===== src/rtl/cache_mem_arbiter.sv =====
`default_nettype none
// ============================================================================
// Module      : cache_mem_arbiter
// Description : Round-robin share of the cacheline adaptor between L1 I/D caches.
// Revision    : 1.0 - initial release
// ============================================================================
module cache_mem_arbiter #(
    parameter int ADDR_W = 32,
    parameter int LINE_W = 256
) (
    input  logic              clk,
    input  logic              reset_n,
    input  logic [ADDR_W-1:0] i_address,
    input  logic              i_read,
    output logic [LINE_W-1:0] i_rdata,
    output logic              i_resp,
    input  logic [ADDR_W-1:0] d_address,
    input  logic              d_read,
    input  logic              d_write,
    input  logic [LINE_W-1:0] d_wdata,
    output logic [LINE_W-1:0] d_rdata,
    output logic              d_resp,
    output logic [ADDR_W-1:0] a_address,
    output logic [LINE_W-1:0] a_line_o,
    input  logic [LINE_W-1:0] a_line_i,
    output logic              a_read,
    output logic              a_write,
    input  logic              a_resp
);

    localparam logic [1:0] c_IDLE    = 2'd0;
    localparam logic [1:0] c_BUSY_I  = 2'd1;
    localparam logic [1:0] c_BUSY_D  = 2'd2;
    localparam logic [1:0] c_RELEASE = 2'd3;

    localparam logic c_OWN_I = 1'b0;
    localparam logic c_OWN_D = 1'b1;

    logic [1:0]        r_state;
    logic              r_owner;
    logic              r_last_owner;
    logic [ADDR_W-1:0] r_lat_addr;
    logic              r_lat_we;
    logic [LINE_W-1:0] r_lat_wdata;

    logic w_i_req;
    logic w_d_req;
    logic w_any_req;
    logic w_grant_d;
    logic w_busy;

    assign w_i_req   = i_read;
    assign w_d_req   = d_read | d_write;
    assign w_any_req = w_i_req | w_d_req;
    // On a tie the side that was not served last wins.
    assign w_grant_d = w_d_req & (~w_i_req | (r_last_owner == c_OWN_I));
    assign w_busy    = (r_state == c_BUSY_I) | (r_state == c_BUSY_D);

    always_ff @(posedge clk) begin
        if (!reset_n) begin
            r_state      <= c_IDLE;
            r_owner      <= c_OWN_I;
            r_last_owner <= c_OWN_D;
            r_lat_addr   <= '0;
            r_lat_we     <= 1'b0;
            r_lat_wdata  <= '0;
        end else begin
            case (r_state)
                c_IDLE: begin
                    if (w_any_req) begin
                        r_owner    <= w_grant_d ? c_OWN_D : c_OWN_I;
                        r_lat_addr <= w_grant_d ? d_address : i_address;
                        // A simultaneous read+write from the dcache is a write.
                        r_lat_we   <= w_grant_d & d_write;
                        if (w_grant_d && d_write) begin
                            r_lat_wdata <= d_wdata;
                        end
                        r_state    <= w_grant_d ? c_BUSY_D : c_BUSY_I;
                    end
                end
                c_BUSY_I, c_BUSY_D: begin
                    if (a_resp) begin
                        r_last_owner <= r_owner;
                        r_state      <= c_RELEASE;
                    end
                end
                c_RELEASE: begin
                    r_state <= c_IDLE;
                end
                default: begin
                    r_state <= c_IDLE;
                end
            endcase
        end
    end

    assign a_address = r_lat_addr;
    assign a_line_o  = r_lat_wdata;
    assign a_read    = w_busy & ~r_lat_we;
    assign a_write   = w_busy & r_lat_we;

    assign i_resp  = (r_state == c_BUSY_I) & a_resp;
    assign d_resp  = (r_state == c_BUSY_D) & a_resp;
    assign i_rdata = a_line_i;
    assign d_rdata = a_line_i;

endmodule
`default_nettype wire


===== config.mk =====
export PLATFORM = sky130hd
export DESIGN_NAME = cache_mem_arbiter
export DESIGN_NICKNAME = d
export VERILOG_FILES = /design/src/rtl/cache_mem_arbiter.sv
export SDC_FILE = /design/constraint.sdc
export NUM_CORES = 1
export LEC_CHECK = 0
export CAP_MARGIN = 20
export CORE_AREA = 2 2 544 546
export DETAILED_ROUTE_END_ITERATION = 6
export DIE_AREA = 0 0 546 548
export HOLD_SLACK_MARGIN = 0.05
export SLEW_MARGIN = 0
export SYNTH_ARGS = -nofsm -noshare
export SYNTH_HDL_FRONTEND = slang
export SYNTH_SLANG_ARGS = --single-unit

===== constraint.sdc =====
create_clock -name clk -period 1.8 [get_ports clk]
set_input_delay 0.36 -clock clk [delete_from_list [all_inputs] [get_ports clk]]
set_output_delay 0.36 -clock clk [all_outputs]
set_load 0.02 [all_outputs]

==> flow_metrics.env <==
export IMPL_worstMarginPinSlew_ps=439
export IMPL_yosys_top_cells_count="535 x buf_4, 293 x dfxtp_1, 288 x o21ai_0"
export IMPL_cts_tree="done"
export IMPL_hold_depth=3
export IMPL_async_reset_ff_share_pct=0
export IMPL_pre_cts_ws_ps=-283
export IMPL_worst_slack_ps=-174
export IMPL_setup_tns_ps=-550
export IMPL_place_gp_congestion=0.804
export IMPL_violations="negative setup slack"
export IMPL_wirelength_mm=208
export IMPL_synth_seq_cells=293
export IMPL_crit_chain="inv_2 > ha_4 > nor2b_4 > buf_6"
export IMPL_start_kind="flip-flop"
export IMPL_crit_path_end_kind="output port"
export IMPL_initial_core_util_pct=5.42
export IMPL_p_seq_share_pct=27.2
export IMPL_clkPwrFrac_pct=32.4
export IMPL_gr_usage_all_layers_pct=13.4
export IMPL_hpwl_mm=189
export IMPL_reg2reg_depth=8
export IMPL_hp_class="in -> reg"
export IMPL_cts_inserted_buffers=46
export IMPL_clock_fmax_ghz=0.507
export IMPL_vdd_drop_max_mv=0.662
export IMPL_drtPass1Iterations=5
export IMPL_fin_crit_sh_pct=110
export IMPL_syn_nets=2482
export IMPL_syn_avg_cell_area_um2=8.38
export IMPL_cp_max_fo=3
export IMPL_synth_most_common_cell="buf_4"
export IMPL_finClkSkew_ps=32.7
export IMPL_initialDrtViolationCount=1184
export IMPL_chipWidth_um=546
export IMPL_cts_root_buffer="clkbuf_16"
export IMPL_post_route_cells_drive_above_1_share_pct=16.8
export IMPL_synth_edf_count=0
export IMPL_share_comb_of_total_power_pct=40.4
export IMPL_synth_cells=1896
export IMPL_gr_total_overflow=0
export IMPL_nets=2586
export IMPL_cellPowerDensity_mw_per_mm2=1210
export IMPL_slew_headroom_pct=70.7
export IMPL_min_period_ps=1970
export IMPL_crit_arrival_ps=1610
export IMPL_p_sw_mw=12.2
export IMPL_rsz0062_at_grt="true"
export IMPL_cts_max_path_buffers=3
export IMPL_maxSlewViolCount=0
export IMPL_crit_buf_inv=2
export IMPL_synth_warnings=0
export IMPL_grt_pass1_vias=14400
export IMPL_numPortBuffers=617
export IMPL_synth_top_area_share_pct=36.9
export IMPL_grt_first_pass_wirelength_mm=242
export IMPL_grt_max_degree=87
export IMPL_critPathRequiredTime_ps=1440
export IMPL_crit_family="flip-flops"
export IMPL_floorplan_rows=199
export IMPL_insertion_delay_ps=690
export IMPL_post_drt_wl_per_cell_um=34.5
export IMPL_swShare_pct=39.8
export IMPL_clk_pin_slew_worst_paths_ps=60
export IMPL_ios=1386
export IMPL_cts_sinks=293
export IMPL_core_mm2=0.293
export IMPL_slowest_stage="dfxtp_2"
export IMPL_ys_top_cells_by_area="dfxtp_1 37%, buf_4 25%, a21boi_1 11%, o21ai_0 9.1%, nand3_1 8.1%"
export IMPL_synth_ff_type="dfxtp_1"
export IMPL_die_area_mm2=0.299
export IMPL_drc_errors=0
export IMPL_outcome="finished, violations left"
export IMPL_crit_type="reg -> out"
export IMPL_finalSetupViolations=4
export IMPL_num_vias=15600
export IMPL_antenna_found_initial=242
export IMPL_ant_nets=0
export IMPL_critical_path_max_stage_delay_ps=350
export IMPL_internal_power_mw=18.4
export IMPL_ys_types=30
export IMPL_area_delta_synth_final_pct=59.6
export IMPL_htreeDepth=2
export IMPL_die_y_um=548
export IMPL_yosys_area_top_type="dfxtp_1"
export IMPL_p_leak_nw=8.24
export IMPL_via_per_inst=2.59
export IMPL_cp_num_cells=4
export IMPL_hold_viol=0
export IMPL_synth_sequential_area_ratio_pct=36.9
export IMPL_syn_area_mm2=0.0159
export IMPL_cap_violations=0
==> power groups by stage <==
stage | logic, mW | registers [mW] | clock network [mW]
2_1_floorplan | 6.11 | 9.58 | 0
3_3_place_gp | 12.9 | 8.43 | 0
3_5_place_dp | 12.9 | 8.44 | 0
4_1_cts | 12.7 | 8.33 | 10.4
5_1_grt | 13.3 | 8.45 | 10.6
6_report | 12.4 | 8.32 | 9.94
==> final cells by class <==
class / count / area (um^2)
tap: 3919 / 4900
antenna: 80 / 200
multi-input combinational: 929 / 5440
inverter: 3 / 11.3
sequential: 293 / 5870
clock inverter: 23 / 363
fill: 34200 / 268000
timing repair buffer: 727 / 7290
clock buffer: 60 / 1270
==> routing by layer <==
metal / wire (um) / vias to the layer above / global-route usage (%) / share of wire [%]
li1: - / 6313 / - / -
met5: 2280 / - / 2.61 / 1.1
met1: 52100 / 6867 / 9.56 / 25
met2: 81900 / 1731 / 18.7 / 39
met4: 8400 / 196 / 4.95 / 4.0
met3: 63400 / 514 / 19.1 / 30
==> state kept, by name, indices dropped and copies added, names as in the netlist <==
name	count
a_address	32
r_lat_we	1
r_state	2
a_line_o	256
r_owner	1
r_last_owner	1
==> cells in the final DEF (no fill, tap or decap), drive strengths merged <==
master and n:
clkdlybuf4s18 2, bufinv 6, a31oi 1, nand2 39, clkinv 12, clkdlybuf4s50 324
mux2 1, inv 8, a21boi 257, clkbuf 61, diode 80, nor2b 3
dfxtp 293, a21oi 63, o31a 1, a21o 1, o22ai 1, o31ai 1
a2bb2oi 1, ha 4, nand3 258, buf 188, o21ai 288, a22oi 2
o2bb2ai 1, clkdlybuf4s15 116, nor4b 1, dlygate4sd2 95, o221a 1, and2 5
dlygate4sd3 1
==> timing repair <==
item	4_1_cts	5_1_grt
pin swaps	2	1
setup endpoints to repair	227	10
setup buffers	3	0
gates resized for setup	448	9
hold endpoints to repair	11	0
hold buffers	1	0
==> tightest hold or removal path: stages <==
cell,delay (ps)
clkdlybuf4s50_1,400
nand2_1,60
a21oi_1,50
==> cell families (layout without fill, tap and decap cells) <==
group / Yosys count / count (layout) / synth area share [%]
adder cells (fa/ha/maj): 4 / 4 / 0.315
buffers and inverters: 674 / 813 / 29.4
other: 0 / 80 / 0
flip-flops: 293 / 293 / 36.9
AO/OA/AOI/OAI: 618 / 618 / 23.8
AND/OR/NAND/NOR: 306 / 306 / 9.42
multiplexers: 1 / 1 / 0.0709
==> path summary, 6_finish.rpt <==
| path | slack (ps) | from | endpoint |
|---|---|---|---|
| hold / removal | 230 | i_address[5] | a_address[5] |
| setup reg to reg | 160 | r_state[1] | a_line_o[117] |
| setup / recovery | -170 | r_state[0] | a_read |
| hold reg to reg | 470 | a_line_o[158] | a_line_o[158] |
==> per-stage QoR <==
step | power, mW | hold slack [ps] | utilization (%) | std cells | area (um^2)
global route | 32.3 | 187 | 8.60 | 5977 | 25200
global placement | 21.3 | 459 | 8.03 | 5867 | 23500
floorplan | 15.7 | 461 | - | 1896 | 15900
detailed placement | 21.3 | 464 | 8.03 | 5867 | 23500
CTS | 31.4 | 116 | 8.58 | 5954 | 25100
finish | 30.6 | 225 | 8.65 | 6034 | 25300
(Power assumes the default switching activity.)
